==> config.mk <==
export PLATFORM = sky130hd
export DESIGN_NAME = alu_seq_ctrl
export DESIGN_NICKNAME = d
export VERILOG_FILES = /design/src/rtl/alu_seq_ctrl_pkg.sv /design/src/rtl/alu_seq_ctrl_edge_pulse.sv /design/src/rtl/alu_seq_ctrl.sv
export SDC_FILE = /design/constraint.sdc
export NUM_CORES = 1
export LEC_CHECK = 0
export CORE_MARGIN = 2
export CORE_UTILIZATION = 41
export DETAILED_ROUTE_END_ITERATION = 6
export PLACE_DENSITY = 0.74
export REMOVE_ABC_BUFFERS = 1
export SYNTH_ARGS = -nofsm -noshare
export SYNTH_HDL_FRONTEND = slang
export SYNTH_HIERARCHICAL = 1
export SYNTH_SLANG_ARGS = --single-unit
==> constraint.sdc <==
create_clock -name clk -period 2.4 [get_ports clk]
set_clock_uncertainty 0.05 [all_clocks]
set_input_delay 0.6 -clock clk [delete_from_list [all_inputs] [get_ports clk]]
set_output_delay 0.6 -clock clk [all_outputs]
set_load 0.05 [all_outputs]
==> src/rtl/alu_seq_ctrl_pkg.sv <==
// Shared types for the ALU sequencer: command codes,
// controller states and the ALU add function code.
package alu_seq_ctrl_pkg;

  typedef enum logic [1:0] {
    CMD_LDA = 2'd0,
    CMD_LDB = 2'd1,
    CMD_LDF = 2'd2,
    CMD_RUN = 2'd3
  } cmd_e;

  typedef enum logic {
    IDLE = 1'b0,
    RUN  = 1'b1
  } state_e;

  localparam logic [2:0] FN_ADD = 3'b000;

endpackage

==> src/rtl/alu_seq_ctrl_edge_pulse.sv <==
// Rising-edge detector: one-cycle pulse per low-to-high
// transition of a synchronous level. Ports: clk, rstn, level, pulse.
module alu_seq_ctrl_edge_pulse (
  input  logic clk,
  input  logic rstn,
  input  logic level,
  output logic pulse
);

  logic level_q;

  always_ff @(posedge clk or negedge rstn) begin
    if (!rstn) begin
      level_q <= 1'b0;
    end else begin
      level_q <= level;
    end
  end

  assign pulse = level & ~level_q;

endmodule

==> src/rtl/alu_seq_ctrl.sv <==
// Sequencer owning the external ALU: loads A/B/F from sw on en edges,
// runs y(n+2)=y(n) op y(n+1) for N steps. Ports: clk, rstn, sw, en,
// alu_a/b/f out, alu_y in, busy, led={busy,done,B}.
module alu_seq_ctrl
  import alu_seq_ctrl_pkg::*;
#(
  parameter int WIDTH = 6,
  parameter int FW    = 3
) (
  input  logic             clk,
  input  logic             rstn,
  input  logic [7:0]       sw,
  input  logic             en,
  output logic [WIDTH-1:0] alu_a,
  output logic [WIDTH-1:0] alu_b,
  output logic [FW-1:0]    alu_f,
  input  logic [WIDTH-1:0] alu_y,
  output logic             busy,
  output logic [7:0]       led
);

  state_e           state, state_n;
  logic [WIDTH-1:0] a, a_n;
  logic [WIDTH-1:0] b, b_n;
  logic [FW-1:0]    f, f_n;
  logic [WIDTH-1:0] cnt, cnt_n;
  logic             done, done_n;
  logic             cmd_pulse;
  cmd_e             sel;
  logic [WIDTH-1:0] data;

  assign sel  = cmd_e'(sw[7:6]);
  assign data = sw[WIDTH-1:0];

  alu_seq_ctrl_edge_pulse u_edge (
    .clk   (clk),
    .rstn  (rstn),
    .level (en),
    .pulse (cmd_pulse)
  );

  always_ff @(posedge clk or negedge rstn) begin
    if (!rstn) begin
      state <= IDLE;
      a     <= '0;
      b     <= '0;
      f     <= '0;
      cnt   <= '0;
      done  <= 1'b0;
    end else begin
      state <= state_n;
      a     <= a_n;
      b     <= b_n;
      f     <= f_n;
      cnt   <= cnt_n;
      done  <= done_n;
    end
  end

  always_comb begin
    state_n = state;
    a_n     = a;
    b_n     = b;
    f_n     = f;
    cnt_n   = cnt;
    done_n  = done;
    unique case (state)
      IDLE: begin
        if (cmd_pulse) begin
          unique case (sel)
            CMD_LDA: begin
              a_n    = data;
              done_n = 1'b0;
            end
            CMD_LDB: begin
              b_n    = data;
              done_n = 1'b0;
            end
            CMD_LDF: begin
              f_n    = data[FW-1:0];
              done_n = 1'b0;
            end
            CMD_RUN: begin
              // A zero-length run finishes on the spot.
              if (data != '0) begin
                cnt_n   = data;
                done_n  = 1'b0;
                state_n = RUN;
              end else begin
                done_n  = 1'b1;
              end
            end
          endcase
        end
      end
      RUN: begin
        a_n   = b;
        b_n   = alu_y;
        cnt_n = cnt - 1'b1;
        if (cnt == WIDTH'(1)) begin
          state_n = IDLE;
          done_n  = 1'b1;
        end
      end
    endcase
  end

  assign alu_a = a;
  assign alu_b = b;
  assign alu_f = f;
  assign busy  = (state == RUN);
  assign led   = {busy, done, b};

endmodule

==> Word level (Yosys, flattened, before mapping) <==
Cells that the tools add are included.
{ "totals": {"latchBits": 0, "romBits": 0, "ff_bits": 24, "memories": 0, "ram_bits": 0, "out_inout_bits": 24} }
{ "classes": {"mux": 20, "n_reduce_logical": 8, "addsub": 1, "div": 0, "order_cmp": 0, "n_eq_ne": 10, "mul": 0, "n_shift": 0, "bitwise_logic": 3} }
{ "ops": {"columns": ["operator", "n"], "rows": [
  ["two-way mux 6 bit", 7],
  ["case mux 6 bit (2 select lines)", 3],
  ["inequality test 2 x 1 -> 1 bit (second input constant)", 4],
  ["two-way mux 1 bit", 7],
  ["== test 6 x 1 -> 1 bit (second input constant)", 1],
  ["case mux 1 bit (2 select lines)", 3],
  ["AND reduction 2 bit", 3],
  ["AND reduction 3 bit", 2],
  ["nonzero test 6 bit", 1],
  ["subtractor 6 x 1 -> 6 bit (second input constant)", 1],
  ["== test 2 bit (second input constant)", 2],
  ["inequality test 2 bit (second input constant)", 2],
  ["OR reduction 3 bit", 1],
  ["== test 2 x 1 -> 1 bit (second input constant)", 1],
  ["logical NOT 2 bit", 1],
  ["inverter 1 bit", 2],
  ["bitwise AND 1 bit", 1]
]} }

==> Depth between registers and ports, before layout <==
{ "logic_depth": {"depth_word": 5, "ltp_mapped": 5} }

==> Cells and area by module <==
Netlist, hierarchy kept.
{ "by_module_without_submodules": {"columns": ["module", "cells_per_inst", "instances", "area_each_um2"], "rows": [
  ["alu_seq_ctrl", 123, 1, 1286.2],
  ["alu_seq_ctrl_edge_pulse", 2, 1, 38.8]
]} }

==> Least setup slack after synthesis <==
OpenSTA, ideal clock, no wires.
{ "synth_timing": {"path_type": "reg-to-reg", "startpoint": "register state, in the netlist busy", "endpoint": "register cnt[5]", "arrival_time_ns": 1.517, "period_less_slack_ns": 1.694, "t_required_ns": 2.223, "stages_incl_launch_ff": 5, "path_slack_ns": 0.706, "n_path_buf": 1, "path_cell_list": "dfrtp_1 buf_4 or3b_1 o41ai_2 o21ai_1"} }
{ "synth_between": {"elab_chain_len": 3, "word_cells_on_any_way": 6, "classes_between": "3 x eq/ne; 1 x mux; 1 x bitwise; 1 x reduce/logical"} }
{ "synth_rtl": {"columns": ["element", "line_no", "text"], "rows": [
  ["start: declaration", "alu_seq_ctrl.sv:22", "state_e state, state_n;"],
  ["start signal: assignment", "alu_seq_ctrl.sv:51", "state <= state_n;"],
  ["inverter 1 bit (no source line)", null, null],
  ["inequality test 2 x 1 -> 1 bit (no source line) / inequality test 2 bit (equally long branches)", null, null],
  ["AND reduction 3 bit (no source line)", null, null],
  ["end signal: assignment", "alu_seq_ctrl.sv:55", "cnt <= cnt_n;"],
  ["end: declaration", "alu_seq_ctrl.sv:26", "logic [WIDTH-1:0] cnt, cnt_n;"]
]} }
Parallel ways exist; a longest one is shown, timed or not.
A chain may end at the register's enable or synchronous reset.

==> Final worst setup path <==
{ "layout_timing": {"startpoint": "register b[1], in the netlist alu_b[1]", "endpoint": "output led[1]"} }
{ "layout_lines": {"columns": ["element", "line_no", "text"], "rows": [
  ["start: declaration", "alu_seq_ctrl.sv:24", "logic [WIDTH-1:0] b, b_n;"],
  ["start signal: assignment", "alu_seq_ctrl.sv:53", "b <= b_n;"],
  ["end: declaration", "alu_seq_ctrl.sv:19", "output logic [7:0] led"]
]} }
No word-level cell between the ends.

==> metrics.md <==
| Metric | Value |
|---|---|
| Status | completed |
| Die Y | 60.85 um |
| RSZ-0062 raised after global routing | false |
| CP max stage cell | clkdlybuf4s50_1 |
| Vias in the first global route | 1,074 |
| Max Cap Viol | 0 |
| YS warnings | 6 |
| I/O Pins | 41 |
| DIE WIDTH | 60.85 um |
| Area contributors post-synth | dfrtp_1 45%, mux2i_1 9.1%, buf_4 5.1% |
| Combinational share of power | 60.8% |
| Max VDD drop | 0.0009558 V |
| Top cell type's share of synthesized area | 45.33% |
| Vias per cell | 5.029 |
| WL final | 3109 um |
| Setup CP Type | reg2out |
| Initial DRC Count | 37 |
| Slew Viols, Final | 0 |
| Internal | 1.390 mW |
| Total power | 2.799 mW |
| Leading area contributor after synthesis | dfrtp_1 |
| Worst Path Required | 1.75 ns |
| Worst path bufs/invs | 1 |
| Latest clock arrival within the worst-skew pair | 0.33 ns |
| I/O Buffers | 40 |
| Switching share of power | 50.35% |
| Initial antenna violation count | 0 |
| Root Buffer | clkbuf_4 |
| Placer congestion estimate | 0.7625 |
| Layout cells sized above 1 | 14.81% |
| Sink Count | 24 |
| Post-Syn Area | 1325 um2 |
| Row count | 20 |
| All-Layer GR Usage | 19.26% |
| Psw | 1.409 mW |
| Max Freq | 0.4480 GHz |
| Resize count post-CTS | 0 |
| ANT nets after route | 0 |
| Number of enable flip-flop cells after synthesis | 0 |
| Setup tns final | 0 ns |
| Worst Tran Pin Value | 0.5141 ns |
| Max clock buf depth | 2 |
| Cell count after synthesis | 125 |
| Placed instance area | 1759 um2 |
| Min-Delay Path Class | reg2reg |
| Slowest cell delay on critical path | 0.83 ns |
| Hold buffer count at cts | 0 |
| Hold wc startpoint | alu_f[1] |
| Largest net degree at the start of global routing | 25 |
| GRT overflow | 0 |
| CORE AREA | 3053 um2 |
| Mean post-synth cell area | 10.60 um2 |
| Unique masters post-synth | 32 |
| Post-CTS Setup Bufs | 0 |
| Clk network pwr share | 10.8% |
| CP Cell Sequence | clkdlybuf4s50_1 |
| Async SR Flop Fraction | 100.0% |
| CTS tree | done |
| Cts bufs inserted | 3 |
| CP Capture Type | output port |
| Final-stage net count | 182 |
| H-tree levels | 1 |
| Worst-path clk slew | 0.14 ns |
| Leak pwr | 0.7871 nW |
| DR vias | 1,036 |
| CP delay by family, top | buffers and inverters |
| Final instance area | 1812 um2 |
| Worst setup SP type | flip-flop |
| # diodes | 0 |
| Fin crit share | 93.01% |
| Power density cells | 1545 nW/um2 |
| # DRC | 0 |
| First-pass GRT wire length | 5126 um |
| Launch point of the worst reg-to-reg path | busy |
| Register share of total power | 28.4% |
| DIE AREA | 3703 um2 |
| Flops & latches, synth | 24 |
| Pre-antenna DRT Iters | 4 |
| Fin crit period | 2.232 ns |
| Effective utilization at floorplan | 43.40% |
| Max Fanout on Critical Path | 4 |
| WL/cell | 15.09 um |
| Final setup vio count | 0 |
| Sequential fraction of the synthesis area | 45.33% |
| CP arrival | 1.58 ns |
| Relative slew slack | 65.62% |
| Start point of the critical path | alu_b[1] |
| Area Overhead vs Synth | 36.73% |
| Hold Violations, Final | 0 |
| DPL Wire Length | 2434 um |
| Ys flop type | dfrtp_1 |
## cells by family (layout without fill, tap and decap cells)
family,count (synthesis),after routing,synth area share (%)
AND/OR/NAND/NOR,36,36,18.04
XOR/XNOR,1,1,0.6611
flip-flops,24,24,45.33
buffers and inverters,18,55,7.648
AO/OA/AOI/OAI,28,28,13.98
multiplexers,16,16,12.46
adder cells (fa/ha/maj),2,2,1.888
## sequential cells by signal (all words and copies together) (netlist names)
signal          count
alu_a               6
alu_b               6
alu_f               3
busy                1
cnt                 6
done                1
u_edge/level_q      1
## per-stage QoR
stage	util (%)	hold slack, ns	setup slack, ns	std cells
floorplan	-	0.2544	0.06826	113
global placement	57.62	0.4525	0.1747	202
detailed placement	57.62	0.4500	0.1354	202
CTS	59.34	0.4814	0.1447	206
global route	59.34	0.4889	0.1184	206
finish	59.34	0.4766	0.1677	206
## power by group through the flow
stage	Combinational, mW	Clock (mW)	Sequential (mW)
2_1_floorplan	0.358	0	1.51
3_3_place_gp	1.68	0	0.789
3_5_place_dp	1.71	0	0.806
4_1_cts	1.72	0.310	0.799
5_1_grt	1.80	0.319	0.826
6_report	1.70	0.302	0.795
## worst paths after layout
path                            end  slack, ns  cells past startpoint
setup / recovery             led[1]       0.17                      1
hold / removal             alu_f[1]       0.48                      1
setup reg to reg           alu_f[2]       0.68                      3
hold reg to reg            alu_f[1]       0.48                      1
max in group asynchronous  alu_a[5]       1.51                      2
min in group asynchronous  alu_a[0]       0.55                      2
## cells in the mapped netlist, types with 2 or more instances
cell type	instances
dfrtp_1	24
nand2_1	17
mux2i_1	12
o21ai_0	11
buf_4	9
o21ai_1	7
inv_1	6
nand3_1	5
mux2_2	4
clkbuf_1	3
a21boi_2	2
a22oi_1	2
ha_1	2
nor2_1	2
nor3b_1	2
## metal layers
metal / vias up / wire length [um] / track usage, % / share of wire [%]
met1: 500 / 1274 / 22.12 / 41
met4: 0 / 66 / 10.25 / 2.1
met3: 4 / 79 / 1.279 / 2.5
li1: 509 / - / - / -
met5: - / 0 / 0 / 0
met2: 23 / 1689 / 35.48 / 54
## cells in the final DEF (no fill, tap or decap), types with 2 or more instances in the layout
cell type and count:
a21boi_2 2, a22oi_1 2, buf_12 2, buf_4 5, clkbuf_4 3, clkdlybuf4s50_1 38
dfrtp_1 24, ha_1 2, inv_1 6, mux2_2 4, mux2i_1 12, nand2_1 17
nand3_1 5, nor2_1 2, nor3b_1 2, o21ai_0 11, o21ai_1 7
## area by class of cell
class                           instances  area, um2
Multi-Input combinational cell         83      623.1
Inverter                                6      22.52
Clock inverter                          1      30.03
Fill cell                             288       1241
Tap cell                               44      55.05
Clock buffer                            3      22.52
Timing Repair Buffer                   45      457.9
Sequential cell                        24      600.6
Power figures use the tool's default switching activity.
